`src/rtl/anton_neopixel_frame_scheduler_pkg.sv`:
```
// Shared definitions for the neopixel frame scheduler: default widths and FSM state encoding.
package anton_neopixel_frame_scheduler_pkg;

  localparam int unsigned DEF_PERIOD_WIDTH = 24;
  localparam int unsigned DEF_BUSY_TIMEOUT = 64;
  localparam int unsigned DEF_FCOUNT_WIDTH = 16;

  typedef enum logic [2:0] {
    ST_IDLE   = 3'd0,
    ST_START  = 3'd1,
    ST_ARM    = 3'd2,
    ST_STREAM = 3'd3,
    ST_SWAP   = 3'd4,
    ST_WAIT   = 3'd5
  } sched_state_e;

endpackage

```
`src/rtl/anton_neopixel_period_timer.sv`:
```
// Saturating frame-period counter. A load forces the count to 1; elapsed is registered and
// reflects count >= period, using the period value presented one cycle earlier.
module anton_neopixel_period_timer #(
  parameter int unsigned WIDTH = 24
) (
  input  logic             clk,
  input  logic             rst,
  input  logic             load,
  input  logic             run,
  input  logic [WIDTH-1:0] period,
  output logic             elapsed
);

  logic [WIDTH-1:0] count_q, count_d;
  logic             elapsed_q, elapsed_d;

  // Next count and elapsed flag; period 0 never elapses.
  always_comb begin
    count_d   = count_q;
    elapsed_d = 1'b0;
    if (load) begin
      count_d = WIDTH'(1);
    end else if (run && (count_q != '1)) begin
      count_d = count_q + WIDTH'(1);
    end
    elapsed_d = (period != '0) && (count_d >= period);
  end

  // Counter and flag registers.
  always_ff @(posedge clk or posedge rst) begin
    if (rst) begin
      count_q   <= '0;
      elapsed_q <= 1'b0;
    end else begin
      count_q   <= count_d;
      elapsed_q <= elapsed_d;
    end
  end

  assign elapsed = elapsed_q;

endmodule

```
`src/rtl/anton_neopixel_frame_scheduler.sv`:
```
// Frame scheduler for the neopixel stream engine: issues syncStart on period or trigger, follows
// streamBusy, and swaps display buffers only at frame boundaries. swapAck and the bufferSel
// toggle become visible in the cycle after the SWAP state, so a request seen during SWAP is honoured.
module anton_neopixel_frame_scheduler
  import anton_neopixel_frame_scheduler_pkg::*;
#(
  parameter int unsigned PERIOD_WIDTH = DEF_PERIOD_WIDTH,
  parameter int unsigned BUSY_TIMEOUT = DEF_BUSY_TIMEOUT,
  parameter int unsigned FCOUNT_WIDTH = DEF_FCOUNT_WIDTH
) (
  input  logic                    clk6_4mhz,
  input  logic                    reset,
  input  logic                    enable,
  input  logic [PERIOD_WIDTH-1:0] period,
  input  logic                    softTrigger,
  input  logic                    swapRequest,
  input  logic                    flagClear,
  input  logic                    streamBusy,
  output logic                    syncStart,
  output logic                    bufferSel,
  output logic                    swapAck,
  output logic [FCOUNT_WIDTH-1:0] frameCount,
  output logic                    overrun,
  output logic                    startFault,
  output logic                    schedBusy
);

  localparam int unsigned         TO_WIDTH = $clog2(BUSY_TIMEOUT + 1);
  localparam logic [TO_WIDTH-1:0] TO_LAST  = TO_WIDTH'(BUSY_TIMEOUT - 1);

  sched_state_e            state_q, state_d;
  logic                    sync_start_q, sync_start_d;
  logic                    buffer_sel_q, buffer_sel_d;
  logic                    swap_ack_q, swap_ack_d;
  logic [FCOUNT_WIDTH-1:0] frame_count_q, frame_count_d;
  logic                    overrun_q, overrun_d;
  logic                    start_fault_q, start_fault_d;
  logic                    sched_busy_q, sched_busy_d;
  logic                    pending_q, pending_d;
  logic [TO_WIDTH-1:0]     timeout_q, timeout_d;
  logic                    elapsed;
  logic                    enter_start;
  logic                    swap_now;
  logic                    fault_set;
  logic                    overrun_set;

  anton_neopixel_period_timer #(
    .WIDTH (PERIOD_WIDTH)
  ) u_period_timer (
    .clk     (clk6_4mhz),
    .rst     (reset),
    .load    (enter_start),
    .run     (state_q != ST_IDLE),
    .period  (period),
    .elapsed (elapsed)
  );

  // Next state, registered outputs, swap bookkeeping and sticky flags.
  always_comb begin
    state_d       = state_q;
    timeout_d     = timeout_q;
    enter_start   = 1'b0;
    swap_now      = 1'b0;
    fault_set     = 1'b0;
    overrun_set   = 1'b0;

    case (state_q)
      ST_IDLE:   if (enable && ((period != '0) || softTrigger)) state_d = ST_START;
      ST_START:  state_d = ST_ARM;
      ST_ARM: begin
        if (streamBusy) begin
          state_d = ST_STREAM;
        end else if (timeout_q >= TO_LAST) begin
          state_d   = ST_SWAP;
          fault_set = 1'b1;
        end
      end
      ST_STREAM: if (!streamBusy) state_d = ST_SWAP;
      ST_SWAP:   state_d = enable ? ST_WAIT : ST_IDLE;
      ST_WAIT: begin
        if (!enable) begin
          state_d = ST_IDLE;
        end else if (softTrigger || elapsed) begin
          state_d = ST_START;
        end
      end
      default:   state_d = ST_IDLE;
    endcase

    enter_start = (state_d == ST_START);
    overrun_set = elapsed && ((state_q == ST_ARM) || (state_q == ST_STREAM));
    swap_now    = (state_q == ST_SWAP) && (pending_q || swapRequest);

    // Timeout counts cycles since syncStart while waiting for the engine to respond.
    if (enter_start) begin
      timeout_d = '0;
    end else if (((state_q == ST_START) || (state_q == ST_ARM)) && (timeout_q != '1)) begin
      timeout_d = timeout_q + TO_WIDTH'(1);
    end

    sync_start_d  = enter_start;
    frame_count_d = enter_start ? (frame_count_q + FCOUNT_WIDTH'(1)) : frame_count_q;
    sched_busy_d  = (state_d != ST_IDLE);
    swap_ack_d    = swap_now;
    buffer_sel_d  = buffer_sel_q ^ swap_now;
    pending_d     = swap_now ? 1'b0 : (pending_q || swapRequest);

    // Sticky flags: a set event beats a same-cycle clear.
    overrun_d     = overrun_set ? 1'b1 : (flagClear ? 1'b0 : overrun_q);
    start_fault_d = fault_set   ? 1'b1 : (flagClear ? 1'b0 : start_fault_q);
  end

  // State and output registers; reset aborts any frame in flight.
  always_ff @(posedge clk6_4mhz or posedge reset) begin
    if (reset) begin
      state_q       <= ST_IDLE;
      sync_start_q  <= 1'b0;
      buffer_sel_q  <= 1'b0;
      swap_ack_q    <= 1'b0;
      frame_count_q <= '0;
      overrun_q     <= 1'b0;
      start_fault_q <= 1'b0;
      sched_busy_q  <= 1'b0;
      pending_q     <= 1'b0;
      timeout_q     <= '0;
    end else begin
      state_q       <= state_d;
      sync_start_q  <= sync_start_d;
      buffer_sel_q  <= buffer_sel_d;
      swap_ack_q    <= swap_ack_d;
      frame_count_q <= frame_count_d;
      overrun_q     <= overrun_d;
      start_fault_q <= start_fault_d;
      sched_busy_q  <= sched_busy_d;
      pending_q     <= pending_d;
      timeout_q     <= timeout_d;
    end
  end

  assign syncStart  = sync_start_q;
  assign bufferSel  = buffer_sel_q;
  assign swapAck    = swap_ack_q;
  assign frameCount = frame_count_q;
  assign overrun    = overrun_q;
  assign startFault = start_fault_q;
  assign schedBusy  = sched_busy_q;

endmodule

```
`config.mk`:
```
export PLATFORM = sky130hd
export DESIGN_NAME = anton_neopixel_frame_scheduler
export DESIGN_NICKNAME = d
export VERILOG_FILES = /design/src/rtl/anton_neopixel_frame_scheduler_pkg.sv /design/src/rtl/anton_neopixel_period_timer.sv /design/src/rtl/anton_neopixel_frame_scheduler.sv
export SDC_FILE = /design/constraint.sdc
export NUM_CORES = 1
export LEC_CHECK = 0
export CAP_MARGIN = 20
export CORE_ASPECT_RATIO = 1.5
export CORE_MARGIN = 2
export CORE_UTILIZATION = 50
export DETAILED_ROUTE_END_ITERATION = 16
export PLACE_DENSITY = 0.74
export SETUP_SLACK_MARGIN = 0.3
export SLEW_MARGIN = 20
export SYNTH_ARGS = -nofsm -noshare
export SYNTH_HDL_FRONTEND = slang
export SYNTH_SLANG_ARGS = --single-unit
```
`constraint.sdc`:
```
create_clock -name clk6_4mhz -period 5.3 [get_ports clk6_4mhz]
set_clock_uncertainty 0.1 [all_clocks]
set_input_delay 0.53 -clock clk6_4mhz [delete_from_list [all_inputs] [get_ports clk6_4mhz]]
set_output_delay 0.53 -clock clk6_4mhz [all_outputs]
set_load 0.01 [all_outputs]
```
==> metrics <==
FILL cells=638; Worst-Skew Late Latency=350 ps; Port Buffers=52; Die H=109.6 microns; aggregate global-route resource usage=22.23%; DR iter-0 viols=135; post-route design area=4506 sq um; Post-Syn Nets=437; Synth cell types=55; RSZ-0062 raised after global routing=no; max_cap viols=0; Mapped Cells=379; CTS root buf=clkbuf_8; Area Growth Syn to Fin=21.16%; WS Path Type=reg2reg; Yosys top cell by area=dfrtp_1; Hold WC Path Type=reg2reg; largest net degree at the start of global routing=59; multiplexer share of the synthesized area=0.8412%; Final TNS setup=0 ps; CP required=5470 ps; Post-synth top flop=dfrtp_1; minimum clock period=4203 ps; power per cell area=365.9 nW/um^2; clk slew on worst S/H paths=60 ps; TritonCTS Buffers=9; fin crit share=79.29%; Finish-stage setup viols=0; WL final=7945 microns; Worst-Margin Slew=984.3 ps; CTS tree=done; vias in the first global route=3106; final net count=491; average vias per placed instance=5.546; Clock Sinks=58; EDFF count, synth=0; Cell Area, Placed=4308 sq um; H-Tree Depth=3; Pleak=2.041 nW; crit end category=flop; I/O pin count=53; syn_area_per_cell=9.812 sq um; Setup WS pre-CTS=968.5 ps; Synth top area share=39.03%; VDD IR max=205.0 uV; CTS resizes=0; Die Wd=74.42 microns; Data arrival, critical path=4380 ps; list of most frequent post-synthesis cells=dfrtp_1, nor2_1, inv_1; gpl congestion=0.8871; CORE AREA=7227 sq um; synth top area cells=dfrtp_1, ha_1, xor2_1; DP HPWL=6127 microns; top-count cell post-synth=dfrtp_1; final hold slack=361.3 ps; CP Max Fanout=16; initial antenna violation count=0; Final Slew Violations=0; total global routing overflow=0; # hold bufs at CTS=0; status=complete, no violations; num rows=38; flops & latches, synth=58; CTS Buffer Depth=2; setup repair bufs after CTS=0; Pre-Repair DR Iteration Count=4; post-synthesis adder-cell area fraction=9.085%; Achievable Freq=0.2380 GHz; largest family of logic cells by synthesized area=simple AND/OR/NAND/NOR gates; compound-cell area share of the yosys netlist=9.421%; Power Total=0.001648 W; Slew HR=34.38%; first-pass GRT wire length=13830 microns; Die ar.=8157 sq um; Startpoint Class=flop; Synth Area in XOR/XNOR=10.36%; number of diodes=0; WL/cell=14.77 microns; synth warn=0; DRT antenna net count=0; drt drc=0; Final Hold Viols=0; Starting Density=51.45%; cell area after synthesis=3719 sq um; Post-Synth Simple-Gate Area=25.61%; via count=2984; Synth async-reset ratio=100.0%; fin worst setup slack=1098 ps; sequential-to-total area share from yosys stat=39.03%; share of layout cells above drive strength 1=8.676%
-- layer usage --
| layer | global-route usage, % | vias up | wire, microns |
|---|---|---|---|
| li1 | - | 1470 | - |
| met5 | 0 | - | 0 |
| met4 | 10.08 | 0 | 231 |
| met2 | 39.06 | 72 | 4201 |
| met3 | 4.858 | 19 | 278 |
| met1 | 25.19 | 1423 | 3235 |
-- critical path, cell delays in order (launching register included) --
cell and delay [ps]:
dfrtp_1 410, ha_1 280, a21o_1 230, a2111oi_4 410, o221ai_2 430, nor3_4 690
buf_4 320, a21oi_1 90, ha_1 300, nand4_1 110, a2111oi_0 470, a2bb2oi_1 130
a21oi_1 140
-- where the power goes --
part	internal [W]	total [W]	switching (W)
sequential	0.000520	0.000623	0.000103
combinational	0.000269	0.000614	0.000346
clock	0.000242	0.000411	0.000169
total	0.00103	0.00165	0.000617
-- placed cells by master (no fill, tap or decap), types with 7 or more instances in the layout --
master	count
a21oi_1	13
and4_1	7
clkbuf_8	11
clkdlybuf4s50_1	52
dfrtp_1	58
ha_1	27
inv_1	32
nand2_1	16
nand3_1	14
nand4_1	14
nor2_1	38
nor3_1	10
nor4_1	12
nor4_2	9
o21ai_0	9
xnor2_1	21
xor2_1	23
-- sequential cells by signal, summed over array words and instances (netlist names) --
signal / count
timeout_q: 7
frameCount: 16
bufferSel: 1
state_q: 3
syncStart: 1
startFault: 1
overrun: 1
schedBusy: 1
swapAck: 1
pending_q: 1
u_period_timer.elapsed: 1
u_period_timer.count_q: 24
-- final timing paths --
path,startpoint,end,slack [ps],cells past startpoint
setup / recovery,timeout_q[0],u_period_timer.elapsed,1100,12
hold / removal,bufferSel,bufferSel,360,1
setup reg to reg,timeout_q[0],u_period_timer.elapsed,1100,12
hold reg to reg,bufferSel,bufferSel,360,1
max in group asynchronous,reset,u_period_timer.count_q[2],4040,3
min in group asynchronous,reset,pending_q,600,3
-- layout make-up --
cell class	count	area [sq um]	share of cell area [%]
Clock buffer	14	162.7	3.610
Clock inverter	2	35.03	0.7776
Inverter	33	123.9	2.749
Multi-Input combinational cell	275	2057	45.65
Sequential cell	58	1451	32.21
Tap cell	100	125.1	2.777
Timing Repair Buffer	56	550.5	12.22
-- metrics by stage --
| step | utilization (%) | std cells |
|---|---|---|
| after global placement | 59.61 | 522 |
| final | 62.34 | 538 |
| after floorplan | - | 379 |
| after global routing | 62.34 | 538 |
| after CTS | 62.34 | 538 |
| after detailed placement | 59.61 | 522 |
-- cells by family after synthesis --
logic type / after synthesis
simple gates: 153
flops: 58
compound gates: 48
buf+inv: 46
xor+xnor: 44
fa+ha+maj: 27
mux: 3
No activity file was read; power rests on OpenSTA's default activity.
